==> config.mk <==
export PLATFORM = sky130hd
export DESIGN_NAME = xvec2_vec_serializer
export DESIGN_NICKNAME = d
export VERILOG_FILES = /design/src/rtl/xvec2_vec_serializer.sv
export SDC_FILE = /design/constraint.sdc
export NUM_CORES = 1
export LEC_CHECK = 0
export CELL_PAD_IN_SITES_DETAIL_PLACEMENT = 1
export CELL_PAD_IN_SITES_GLOBAL_PLACEMENT = 2
export CORE_UTILIZATION = 35
export CTS_CLUSTER_DIAMETER = 100
export DETAILED_ROUTE_END_ITERATION = 7
export PLACE_DENSITY = 0.86
export SLEW_MARGIN = 20
export SYNTH_ARGS = -nofsm -noshare
export SYNTH_HDL_FRONTEND = slang
export SYNTH_SLANG_ARGS = --single-unit
==> constraint.sdc <==
create_clock -name clk -period 3.1 [get_ports clk]
set_input_delay 0.465 -clock clk [delete_from_list [all_inputs] [get_ports clk]]
set_output_delay 0.465 -clock clk [all_outputs]
set_load 0.01 [all_outputs]
==> src/rtl/xvec2_vec_serializer.sv <==
// -----------------------------------------------------------------------------
// xvec2_vec_serializer
//
// Purpose:
//   Accepts one packed VEC_SIZE x XPR_LEN vector from the vector ALU and
//   returns it lane by lane on a scalar XPR_LEN port. Valid/ready handshakes
//   are used on both sides. One vector is buffered. A new vector can be
//   accepted in the same cycle as the final lane leaves, so a stream of
//   vectors runs at one lane per cycle with no bubble.
//
// Configuration:
//   XVEC2_SER_MASK_EN : when defined, in_mask selects which lanes are
//                       emitted. Disabled lanes are skipped, and an all-zero
//                       mask is consumed with no output. When undefined,
//                       in_mask is ignored and all lanes are emitted.
//
// Ports:
//   clk        in   rising-edge clock
//   reset_n    in   asynchronous active-low reset
//   in_valid   in   packed vector offered
//   in_ready   out  vector can be accepted this cycle
//   in_vec     in   packed vector, lane i = in_vec[i*XPR_LEN +: XPR_LEN]
//   in_mask    in   per-lane enable (only used with XVEC2_SER_MASK_EN)
//   out_valid  out  scalar lane valid
//   out_ready  in   consumer takes the lane
//   out_data   out  lane value
//   out_lane   out  index of the lane on out_data
//   out_last   out  final enabled lane of the current vector
//   busy       out  a vector is held
//   sent_cnt   out  lanes transferred since reset, saturating at all-ones
// -----------------------------------------------------------------------------
module xvec2_vec_serializer #(
    parameter int VEC_SIZE = 4,
    parameter int XPR_LEN  = 32,
    parameter int CNT_W    = 16
) (
    input  logic                          clk,
    input  logic                          reset_n,
    input  logic                          in_valid,
    output logic                          in_ready,
    input  logic [VEC_SIZE*XPR_LEN-1:0]   in_vec,
    input  logic [VEC_SIZE-1:0]           in_mask,
    output logic                          out_valid,
    input  logic                          out_ready,
    output logic [XPR_LEN-1:0]            out_data,
    output logic [$clog2(VEC_SIZE)-1:0]   out_lane,
    output logic                          out_last,
    output logic                          busy,
    output logic [CNT_W-1:0]              sent_cnt
);

    localparam int LANE_W = $clog2(VEC_SIZE);

    localparam logic [0:0] ST_IDLE = 1'b0;
    localparam logic [0:0] ST_SEND = 1'b1;

    logic [0:0]                  state_q;
    logic [VEC_SIZE*XPR_LEN-1:0] vec_q;
    logic [LANE_W-1:0]           lane_q;
    logic [CNT_W-1:0]            cnt_q;

    // Enabled lanes of the held vector and of the vector being offered.
    logic [VEC_SIZE-1:0] en_q;
    logic [VEC_SIZE-1:0] en_in;

`ifdef XVEC2_SER_MASK_EN
    logic [VEC_SIZE-1:0] mask_q;
    assign en_q  = mask_q;
    assign en_in = in_mask;
`else
    assign en_q  = '1;
    assign en_in = '1;
    logic unused_mask;
    assign unused_mask = ^in_mask;
`endif

    // Unpacked view of the buffer, so the lane mux is a plain array index.
    logic [XPR_LEN-1:0] lanes [VEC_SIZE];
    for (genvar g = 0; g < VEC_SIZE; g++) begin : g_lanes
        assign lanes[g] = vec_q[g*XPR_LEN +: XPR_LEN];
    end

    // Next enabled lane above the current one and first enabled lane of the
    // incoming vector. Both loops scan downward, so the last hit is the lowest.
    logic [LANE_W-1:0] next_lane;
    logic              has_next;
    logic [LANE_W-1:0] first_lane;
    logic              any_in;

    // NOTE: every signal driven here gets a default first; a path that left
    // one unassigned would infer a latch.
    always_comb begin
        next_lane  = lane_q;
        has_next   = 1'b0;
        first_lane = '0;
        any_in     = 1'b0;
        for (int i = VEC_SIZE - 1; i >= 0; i--) begin
            if (en_q[i] && (i > int'(lane_q))) begin
                next_lane = LANE_W'(i);
                has_next  = 1'b1;
            end
            if (en_in[i]) begin
                first_lane = LANE_W'(i);
                any_in     = 1'b1;
            end
        end
    end

    logic send;
    logic out_fire;
    logic accept;

    assign send     = (state_q == ST_SEND);
    assign out_fire = send & out_ready;
    assign in_ready = ~send | (out_fire & ~has_next);
    assign accept   = in_valid & in_ready;

    assign out_valid = send;
    assign busy      = send;
    assign out_last  = send & ~has_next;
    assign out_lane  = send ? lane_q : '0;
    assign out_data  = send ? lanes[lane_q] : '0;
    assign sent_cnt  = cnt_q;

    // NOTE: the vector buffer is reset along with the control state because
    // the reset contract defines its contents as zero; it is a single
    // register, not a memory, so the reset is inexpensive.
    // NOTE: sequential state uses non-blocking assignments only, so every
    // flop samples pre-edge values regardless of statement order.
    always_ff @(posedge clk or negedge reset_n) begin
        if (!reset_n) begin
            state_q <= ST_IDLE;
            vec_q   <= '0;
            lane_q  <= '0;
            cnt_q   <= '0;
`ifdef XVEC2_SER_MASK_EN
            mask_q  <= '0;
`endif
        end else begin
            if (out_fire && (cnt_q != '1)) begin
                cnt_q <= cnt_q + CNT_W'(1);
            end

            // Accept has priority: it can only coincide with the final lane
            // leaving, which hands the buffer straight to the new vector.
            if (accept) begin
                vec_q   <= in_vec;
`ifdef XVEC2_SER_MASK_EN
                mask_q  <= in_mask;
`endif
                lane_q  <= first_lane;
                // An all-zero mask is consumed without producing output.
                state_q <= any_in ? ST_SEND : ST_IDLE;
            end else if (out_fire) begin
                if (has_next) begin
                    lane_q <= next_lane;
                end else begin
                    lane_q  <= '0;
                    state_q <= ST_IDLE;
                end
            end
        end
    end

endmodule

==> impl_metrics.toml, run 1 <==
[status]
outcome = "complete, no violations"

[sta]
skew_ns = 0.01219
slew_headroom_pct = 46.80
rsz0062_at_grt = "no"
final_max_slew_viol_count = 0
max_clock_freq_mhz = 357.9
setup_violations = 0
tightestPinTransition_ns = 0.7980
period_minus_slack_ns = 2.794
fin_hold_ws_ns = 0.09758
period_share_pct = 90.12
hold_viol_final = 0
layout_setup_ws_ns = 0.3063
setup_tns_ns = 0

[floorplanning]
die_height_um = 140.6
ioPinCount = 190
core_um2 = 18770
initial_core_util_pct = 35.83
die_w_um = 140.6
die_area_um2 = 19770
rows = 50

[synthesis]
synth_fp_nets = 583
synth_simple_gate_area_share_pct = 7.367
syn_area_um2 = 6725
synth_compound_area_share_pct = 1.358
synthMuxAreaShare_pct = 32.71
ys.warnings.count = 0
yosys.area_share.xor_xnor_pct = 0.9116
ys_ff_latch = 147
synth_top_family_by_area = "multiplexers"
yosysSeqAreaShare_pct = 54.70
syn_area_per_cell_um2 = 15.18
ys_types = 36
synthAdderAreaFrac_pct = 0.7442
postSynthCellCount = 443

[clock_network]
root_buffer = "clkbuf_16"
clk_latency_ns = 0.43
cts_resized = 0
clockBufferDepth = 2
cts.sinks = 147
tritoncts.num_buffers = 17
cts_setup_buffers = 0
tritoncts = "done"
cts-htree-levels = 4
clk_pin_slew_ns = 0.06
holdBufCountCts = 0

[placement]
place_hpwl_mm = 11.37
dp_slack_ns = 0.6960
globalplace.congestion = 0.7952
dpl-instance-area_um2 = 8879
portBuffers = 185

[setup_path]
critPathMaxStageDelay_ns = 0.55
crit_path_max_fanout = 36
cp-startpoint = "lane_q[0]"
start_kind = "flop"
worst-r2r-setup-slack_ns = 0.93
critical_path.top_delay_family = "buffers and inverters"
cp-end-kind = "output port"
critical-path-slowest-cell = "mux4_2"
crit_chain = "buf_12 -> mux4_2 -> and2_1 -> clkdlybuf4s50_1"
r2r_start = "lane_q[0]"
critPathKind = "reg2out"
cp.arrival_ns = 2.33
critPathBufInv = 2
required_ns = 2.63

[detailed_routing]
vias_per_cell = 4.987
initialDrtViolationCount = 127
drc = 0
wl_per_cell_um = 19.01
drt_pass1_iterations = 4
vias = 4359
finalWirelength_mm = 16.62
ant_nets = 0

[global_route]
first_global_vias = 4933
grt_use_total_pct = 18.10
grt_pass1_wl_mm = 27.23
grt.overflow.total = 0
grt_max_degree = 86
antenna_found_initial = 0

[layout]
antennaDiodeCount = 0
fin_area_um2 = 9504
syn_to_final_growth_pct = 41.32
drive_gt1_share_pct = 33.59
final_common_cell = "clkdlybuf4s50_1"
nets = 767
final_cell_mix = "184 x clkdlybuf4s50_1, 145 x dfrtp_1, 130 x mux2_2"

[min_path]
hold_path.class = "in2async"

[pwr]
p_leak_nw = 3.927
irDropWorstVdd_uv = 450.9
powerDensity_nw_per_um2 = 1019

[run]
cap_violations = 0
[per-stage QoR]
stage          cells  total power [mW]  utilization [%]
6_report         874             9.682            50.64
5_1_grt          874             10.29            50.64
4_1_cts          874             9.844            50.64
3_5_place_dp     842             7.605            47.31
3_3_place_gp     842             7.379            47.31
2_1_floorplan    443             5.755                -
[cell families (layout without fill, tap and decap cells)]
logic type / after synthesis / after routing
muxes: 163 / 163
DFF: 147 / 147
and+or+nand+nor: 76 / 76
buffers and inverters: 32 / 229
AOI/OAI and AO/OA: 14 / 14
xor gates and xnor gates: 7 / 7
adders and majority gates: 4 / 4
[sequential cells by signal, summed over array words and instances, names as in the netlist]
name,count
vec_q,128
sent_cnt,16
lane_q,2
busy,1
[metal layers]
layer  global-route usage [%]  up-vias  share of wire (%)
met2                    29.62      130                 48
met4                    5.549        0                1.1
met3                    6.216       20                7.3
met5                        0        -                  0
met1                    22.61     2226                 43
li1                         -     1983                  -
[worst reg2reg max path, cell delays in order, from the launching register on]
cell     delay (ns)
dfrtp_2        0.41
buf_12         0.22
ha_1           0.27
nand2_1        0.07
nand2_1        0.12
nand2_4        0.17
buf_12         0.31
mux2_2         0.50
[worst paths after layout]
| path | end | cells past startpoint |
|---|---|---|
| worst max register to register | vec_q[69] | 7 |
| worst min-delay path | vec_q[59] | 1 |
| min in group clk | vec_q[73] | 1 |
| worst min register to register | vec_q[73] | 1 |
| max in group asynchronous | vec_q[47] | 2 |
| worst max-delay path | out_data[22] | 4 |
[power by group]
| part | switching, mW | internal, mW | leakage (nW) |
|---|---|---|---|
| logic | 1.49 | 2.68 | 1.86 |
| registers | 0.516 | 2.83 | 1.77 |
| clock network | 0.849 | 1.32 | 0.298 |
| total | 2.85 | 6.83 | 3.93 |
[cells in the mapped netlist]
library cell / count / area [um^2]
xnor2_1: 3 / 26.28
nand4_1: 4 / 25.02
or4_4: 1 / 11.26
mux2_2: 130 / 1464
o31ai_1: 1 / 7.510
dfrtp_1: 147 / 3679
nand2_1: 9 / 33.78
nand4_2: 1 / 12.51
mux2_4: 1 / 15.01
buf_2: 17 / 85.08
clkbuf_1: 8 / 30.03
o21a_1: 1 / 7.510
a31oi_1: 2 / 12.51
nor4b_2: 1 / 15.01
nor3_1: 2 / 10.01
or2_2: 1 / 6.260
inv_1: 5 / 18.77
o32a_1: 1 / 10.01
xor2_1: 4 / 35.03
nor2_1: 9 / 33.78
nand2b_1: 1 / 6.260
a32o_1: 1 / 10.01
nor4_4: 2 / 42.54
nand4_4: 1 / 21.27
ha_1: 4 / 50.05
mux4_2: 32 / 720.7
a41oi_1: 1 / 8.760
nor4_2: 1 / 12.51
or2_1: 2 / 12.51
buf_4: 2 / 15.01
o21ai_0: 2 / 10.01
a21oi_1: 5 / 25.02
nand4b_1: 1 / 8.760
nor2_2: 1 / 6.260
nand3_1: 5 / 25.02
and2_1: 34 / 212.7
[cell type report]
class,count,area [um^2]
Fill cell,1850,9264
Sequential cell,147,3681
Multi-Input combinational cell,264,2905
Timing Repair Buffer,192,1981
Clock buffer,19,452.9
Tap cell,234,292.8
Clock inverter,13,172.7
Inverter,5,18.77
(Power assumes the default switching activity.)
==> inputs of run 2 (changes only) <==
ABC_AREA = 0   (was unset)
==> results of run 2 <==
Same layout as run 1: the final DEF is identical, and so are final timing and power.
==> inputs of run 3 (changes only) <==
GPL_TIMING_DRIVEN = 1   (was unset)
SLEW_MARGIN = unset   (was 20)
==> results of run 3 <==
Same layout as run 1: the final DEF is identical, and so are final timing and power.
